### src/rtl/forward_module.sv
// Serial fixed-point DQN forward pass: 9 inputs -> 5 sigmoid hidden -> 4 linear Q-values,
// followed by a greedy argmax. One shared MAC is sequenced by a small FSM.
module forward_module #(
  parameter int unsigned FRAC = 12,
  parameter int unsigned ACCW = 40
) (
  input  logic         clk,
  input  logic         rst,
  input  logic         start,
  input  logic [143:0] x_flat,
  input  logic [719:0] w2_flat,
  input  logic [79:0]  b2_flat,
  input  logic [319:0] w3_flat,
  input  logic [63:0]  b3_flat,
  output logic         busy,
  output logic         done,
  output logic [79:0]  a2_flat,
  output logic [63:0]  a3_flat,
  output logic [15:0]  maxq,
  output logic [1:0]   act
);

  localparam int unsigned DW = 16;
  localparam logic signed [ACCW-1:0] SAT_MAX = ACCW'(32'sd32767);
  localparam logic signed [ACCW-1:0] SAT_MIN = ACCW'(-32'sd32768);

  typedef enum logic [1:0] {S_IDLE, S_L2, S_L3, S_ARG} state_e;

  state_e state_q, state_d;

  logic [143:0]            x_q, x_d;
  logic [79:0]             a2_q, a2_d;
  logic [63:0]             a3_q, a3_d;
  logic [15:0]             maxq_q, maxq_d;
  logic [1:0]              act_q, act_d;
  logic                    busy_q, busy_d;
  logic                    done_q, done_d;
  logic [2:0]              idx_q, idx_d;
  logic [3:0]              step_q, step_d;
  logic signed [ACCW-1:0]  acc_q, acc_d;
  logic signed [DW-1:0]    best_val_q, best_val_d;
  logic [1:0]              best_idx_q, best_idx_d;

  // Operand selection for the shared MAC
  logic [3:0]              sel2;
  logic [2:0]              sel3;
  logic [5:0]              w2_word;
  logic [4:0]              w3_word;
  logic signed [DW-1:0]    mac_w, mac_x, bias;
  logic signed [2*DW-1:0]  prod;
  logic signed [ACCW-1:0]  seed, acc_base, mac_sum, shifted;
  logic signed [DW-1:0]    z;
  logic signed [16:0]      zx;
  logic [16:0]             mag;
  logic [12:0]             y;
  logic [DW-1:0]           sig_out;
  logic signed [DW-1:0]    cur;
  logic                    take;

  always_comb begin
    sel2    = (step_q < 4'd9) ? step_q : 4'd0;
    sel3    = (step_q < 4'd5) ? step_q[2:0] : 3'd0;
    w2_word = 6'(idx_q) * 6'd9 + 6'(sel2);
    w3_word = 5'(idx_q[1:0]) * 5'd5 + 5'(sel3);
    if (state_q == S_L3) begin
      mac_w = w3_flat[{w3_word, 4'b0000} +: DW];
      mac_x = a2_q[{sel3, 4'b0000} +: DW];
      bias  = b3_flat[{idx_q[1:0], 4'b0000} +: DW];
    end else begin
      mac_w = w2_flat[{w2_word, 4'b0000} +: DW];
      mac_x = x_q[{sel2, 4'b0000} +: DW];
      bias  = b2_flat[{idx_q, 4'b0000} +: DW];
    end
    prod     = mac_w * mac_x;
    seed     = ACCW'(bias) <<< FRAC;
    acc_base = (step_q == 4'd0) ? seed : acc_q;
    mac_sum  = acc_base + ACCW'(prod);
  end

  // Finalize: rescale, saturate to 16 bits, and piecewise-linear sigmoid on |z|
  always_comb begin
    shifted = acc_q >>> FRAC;
    if (shifted > SAT_MAX)      z = 16'sh7FFF;
    else if (shifted < SAT_MIN) z = 16'sh8000;
    else                        z = DW'(shifted);
    zx  = 17'(z);
    mag = zx[16] ? 17'(-zx) : 17'(zx);
    if (mag >= 17'd20480)     y = 13'd4096;
    else if (mag >= 17'd9728) y = 13'(mag >> 5) + 13'd3456;
    else if (mag >= 17'd4096) y = 13'(mag >> 3) + 13'd2560;
    else                      y = 13'(mag >> 2) + 13'd2048;
    sig_out = z[15] ? 16'(13'd4096 - y) : 16'(y);
  end

  always_ff @(posedge clk or negedge rst) begin
    if (!rst) state_q <= S_IDLE;
    else      state_q <= state_d;
  end

  always_comb begin
    state_d = state_q;
    case (state_q)
      S_IDLE: if (start) state_d = S_L2;
      S_L2:   if (idx_q == 3'd4 && step_q == 4'd9) state_d = S_L3;
      S_L3:   if (idx_q == 3'd3 && step_q == 4'd5) state_d = S_ARG;
      S_ARG:  if (idx_q == 3'd3) state_d = S_IDLE;
      default: state_d = S_IDLE;
    endcase
  end

  always_comb begin
    x_d        = x_q;
    a2_d       = a2_q;
    a3_d       = a3_q;
    maxq_d     = maxq_q;
    act_d      = act_q;
    busy_d     = busy_q;
    done_d     = 1'b0;
    idx_d      = idx_q;
    step_d     = step_q;
    acc_d      = acc_q;
    best_val_d = best_val_q;
    best_idx_d = best_idx_q;
    cur        = a3_q[{idx_q[1:0], 4'b0000} +: DW];
    take       = (idx_q == 3'd0) || (cur > best_val_q);
    case (state_q)
      S_IDLE: begin
        if (start) begin
          x_d    = x_flat;
          busy_d = 1'b1;
          idx_d  = 3'd0;
          step_d = 4'd0;
        end
      end
      S_L2: begin
        if (step_q != 4'd9) begin
          acc_d  = mac_sum;
          step_d = step_q + 4'd1;
        end else begin
          a2_d[{idx_q, 4'b0000} +: DW] = sig_out;
          step_d = 4'd0;
          idx_d  = (idx_q == 3'd4) ? 3'd0 : idx_q + 3'd1;
        end
      end
      S_L3: begin
        if (step_q != 4'd5) begin
          acc_d  = mac_sum;
          step_d = step_q + 4'd1;
        end else begin
          a3_d[{idx_q[1:0], 4'b0000} +: DW] = z;
          step_d = 4'd0;
          idx_d  = (idx_q == 3'd3) ? 3'd0 : idx_q + 3'd1;
        end
      end
      S_ARG: begin
        // Strict greater-than keeps the lower index on ties
        if (take) begin
          best_val_d = cur;
          best_idx_d = idx_q[1:0];
        end
        if (idx_q == 3'd3) begin
          maxq_d = take ? cur : best_val_q;
          act_d  = take ? idx_q[1:0] : best_idx_q;
          done_d = 1'b1;
          busy_d = 1'b0;
          idx_d  = 3'd0;
        end else begin
          idx_d = idx_q + 3'd1;
        end
      end
      default: ;
    endcase
  end

  always_ff @(posedge clk or negedge rst) begin
    if (!rst) begin
      x_q        <= '0;
      a2_q       <= '0;
      a3_q       <= '0;
      maxq_q     <= '0;
      act_q      <= '0;
      busy_q     <= 1'b0;
      done_q     <= 1'b0;
      idx_q      <= '0;
      step_q     <= '0;
      acc_q      <= '0;
      best_val_q <= '0;
      best_idx_q <= '0;
    end else begin
      x_q        <= x_d;
      a2_q       <= a2_d;
      a3_q       <= a3_d;
      maxq_q     <= maxq_d;
      act_q      <= act_d;
      busy_q     <= busy_d;
      done_q     <= done_d;
      idx_q      <= idx_d;
      step_q     <= step_d;
      acc_q      <= acc_d;
      best_val_q <= best_val_d;
      best_idx_q <= best_idx_d;
    end
  end

  assign busy    = busy_q;
  assign done    = done_q;
  assign a2_flat = a2_q;
  assign a3_flat = a3_q;
  assign maxq    = maxq_q;
  assign act     = act_q;

endmodule

### config.mk
export PLATFORM = sky130hd
export DESIGN_NAME = forward_module
export DESIGN_NICKNAME = d
export VERILOG_FILES = /design/src/rtl/forward_module.sv
export SDC_FILE = /design/constraint.sdc
export NUM_CORES = 2
export LEC_CHECK = 0
export ABC_CLOCK_PERIOD_IN_PS = 16700
export BUFFER_PORTS_ARGS = -buffer_cell sky130_fd_sc_hd__buf_4
export CORE_AREA = 4 4 573 575
export CTS_BUF_LIST = sky130_fd_sc_hd__clkbuf_2
export DETAILED_ROUTE_END_ITERATION = 10
export DIE_AREA = 0 0 577 579
export MAX_ROUTING_LAYER = met4
export SYNTH_ARGS = -nofsm -noshare
export SYNTH_HDL_FRONTEND = slang
export SYNTH_SLANG_ARGS = --single-unit
### constraint.sdc
create_clock -name clk -period 16.7 [get_ports clk]
set_input_delay 1.67 -clock clk [delete_from_list [all_inputs] [get_ports clk]]
set_output_delay 1.67 -clock clk [all_outputs]
set_load 0.005 [all_outputs]
==> results by stage <==
Detailed routing:
- In the routed design, unresolved DRC markers number 0.
- In the routed layout, each cell is associated on average with a via count of 4.06.
- The iteration count of the initial detailed-routing pass is 7.
- The violation count after the first detailed-routing iteration is 3455.
- The remaining antenna violation count after routing is 0.
- The detailed-route wire length is about 300 mm.
- The routed layout has around 40000 vias.
- After detailed routing, the average wire length per cell comes to about 31 µm.

Global routing:
- The number of antenna violations at the first check in global routing came to between 150 and 200.
- Global routing finished with a remaining overflow of 0.
- The global-route total usage across every layer is between 10% and 20%.
- The first-pass GRT wire length is 388 mm.
- The maximum number of pins on one net before global-route repair is around 160.
- The number of global-route vias before repair came to 39900.

STA:
- After layout, the minimum clock period comes to 12.35 ns.
- The final count of negative-setup-slack endpoints is 0.
- The number of max-slew violations in the final report came to 0.
- Setup repair after global routing left no endpoint under its margin.
- The post-layout worst setup margin is ~4.4 ns.
- The count of endpoints failing hold in the final timing report came to 0.
- Clock skew on the completed layout was measured at about 0.15 ns.
- Dividing the final minimum period by the clock period gives roughly three quarters.
- The final setup TNS is 0 ns.
- Derived from the worst setup path, the maximum achievable clock frequency is 81.0 MHz.
- The measured slew at the worst slew-check pin is roughly 1.3 ns.
- Headroom to the max-slew limit came out at between 10% and 20%.

Logic synthesis:
- The number of warnings reported in the yosys synthesis log is 0.
- After synthesis, the largest area contributor takes up roughly 22% of total cell area.
- The most common cell in the netlist is sky130_fd_sc_hd__inv_1.
- Sorting the synthesized cells by area gives the leading types as sky130_fd_sc_hd__dfrtp_1, sky130_fd_sc_hd__mux4_2, sky130_fd_sc_hd__fa_1.
- The number of enable flip-flop cells after synthesis is 0.
- The fraction of the yosys area taken by sequential cells is between 20% and 30%.
- The async set-reset flop share out of synthesis is 100%.
- The average instance in the mapped netlist occupies 10.7 µm².
- The most used flip-flop cell after synthesis is sky130_fd_sc_hd__dfrtp_1.
- The synthesized netlist net count is around 5700.
- The unique cell type count in the Yosys netlist is between 90 and 100.
- The cell area after synthesis is ~41000 µm².
- The flip-flop and latch count after synthesis is around 370.
- After synthesis, the most frequently instantiated cells are sky130_fd_sc_hd__inv_1, sky130_fd_sc_hd__dfrtp_1, sky130_fd_sc_hd__mux4_2, sky130_fd_sc_hd__fa_1, sky130_fd_sc_hd__nand2_1.
- Counting every instance in the synthesized netlist gives between 3000 and 4000.
- The largest total area in the synthesized netlist belongs to sky130_fd_sc_hd__dfrtp_1.

Min path:
- The type of the most critical hold path is input port to async pin.

Finish:
- After routing the design area is roughly 59000 µm².
- The ratio of cells with drive above 1 in the final layout is 46.4%.
- The net total in the final layout is between 7000 and 8000.
- The area overhead of the layout relative to synthesis is 43.0%.

Clocking:
- After clock tree synthesis, the flow added hold-fix buffers numbering 0.
- The clock latency on the worst-skew pair is 1.30 ns.
- The quantity of gates resized following cts is 0.
- The CTS buffer count is 103.
- The number of buffers on the longest clock path is 3.
- CTS saw roughly 370 sinks.
- TritonCTS built the clock tree.
- Buffers added to address setup during post-CTS repair amount to 0.
- Clock tree synthesis selected as its root buffer the cell sky130_fd_sc_hd__clkbuf_2.
- Clock-pin slew was measured on the worst setup and hold paths at approximately 0.11 ns.
- The number of H-tree levels is 3.

Critical path:
- The startpoint type of the worst setup path is a register.
- The count of buffer and inverter cells on the critical path is 7.
- The largest single stage delay on the critical path is roughly 0.84 ns.
- The kind of cell with the highest combined delay along the critical path is adder cells.
- STA puts the critical path data required time at around 18 ns.
- Of all nets on the critical path, the largest fanout is 82.
- The worst setup path is captured at a register.
- The worst setup path is of the register to register kind.
- Data arrives at the worst endpoint at approximately 13 ns.
- For flop-to-flop paths, the worst setup slack is between 4 and 5 ns.
- Among the stages of the critical path, the cell type that occurs most often is sky130_fd_sc_hd__fa_1.
- The cell with the biggest individual delay on the critical path is sky130_fd_sc_hd__ha_4.

Die:
- The initial utilization of the core area, before any placement, comes to 12.7%.
- The chip width is around 580 µm.
- The die is about 580 µm tall.
- The site row count is between 200 and 250.
- The area of the die is between 300000 and 400000 µm².
- The core region is approximately 320000 µm².
- The number of top-level design ports is 1495.

Placement:
- The post-placement cell area is roughly 58000 µm².
- The HPWL after detailed placement is approximately 270 mm.
- The placer congestion estimate is ~1.
- During placement, the flow inserted port buffers numbering around 1500.
- Before CTS, the worst setup slack after placement is approximately 4.2 ns.

Job:
- The total of max-cap violations is 0.

Run status:
- The flow ran to the end, and the final reports show no timing, DRC or antenna violations.
through the flow:
stage | util, % | hold slack [ns] | instances
after detailed placement | 17.8 | 0.462 | 9484
after global routing | 18.2 | 0.265 | 9750
after global placement | 17.8 | 0.453 | 9484
after floorplan | - | 0.440 | 3851
final | 18.2 | 0.353 | 9765
after CTS | 18.1 | 0.211 | 9671
layer usage:
metal  share of wire [%]  vias up  wire [µm]  global-route usage (%)
met5                   0        -          0                       -
met4                 4.0        0      12300                    6.10
met3                 7.0      399      21200                    3.76
met2                  52     2072     157000                    31.5
met1                  37    20300     114000                    20.2
li1                    -    16900          -                       -
sequential cells by signal (all words and copies together) (netlist names):
| signal | count |
|---|---|
| busy | 1 |
| best_val_q | 16 |
| maxq | 16 |
| done | 1 |
| act | 2 |
| acc_q | 40 |
| state_q | 2 |
| best_idx_q | 2 |
| step_q | 4 |
| a3_flat | 64 |
| x_q | 144 |
| idx_q | 3 |
| a2_flat | 70 |
kinds of logic after synthesis:
logic type	after synthesis	synth area share (%)
XOR/XNOR	54	1.18
adder cells (fa/ha/maj)	506	21.5
AND/OR/NAND/NOR	911	11.0
flip-flops	365	22.2
buffers and inverters	699	6.52
AO/OA/AOI/OAI	729	11.8
multiplexers	587	25.8
layout make-up:
type / instances / area [µm²]
well taps: 4325 / 5410
diodes: 94 / 235
clock inverters: 38 / 200
clock buffers: 149 / 746
multi-input cells: 2787 / 29600
inverters: 430 / 1610
flip-flops and latches: 365 / 9140
repair buffers: 1577 / 11900
fillers: 36200 / 264000
worst paths after layout:
| path | endpoint | cells after the start | start |
|---|---|---|---|
| max | acc_q[38] | 36 | step_q[1] |
| min | a2_flat[34] | 1 | rst |
| max reg2reg | acc_q[38] | 36 | step_q[1] |
| min reg2reg | acc_q[8] | 2 | acc_q[8] |
| max in group asynchronous | x_q[36] | 3 | rst |
| min in group clk | acc_q[8] | 2 | acc_q[8] |
cell usage in the layout (no fill, tap or decap), types with 168 or more instances in the layout:
cell type	count
sky130_fd_sc_hd__fa_1	331
sky130_fd_sc_hd__buf_4	1571
sky130_fd_sc_hd__ha_1	168
sky130_fd_sc_hd__dfrtp_1	362
sky130_fd_sc_hd__inv_1	428
sky130_fd_sc_hd__mux2_2	194
sky130_fd_sc_hd__nor2_1	240
sky130_fd_sc_hd__mux4_2	360
sky130_fd_sc_hd__o21ai_0	226
sky130_fd_sc_hd__nand2_1	280
Power is not shown: default switching activity piles up to over one toggle a cycle in this logic, so the estimate is an artifact.
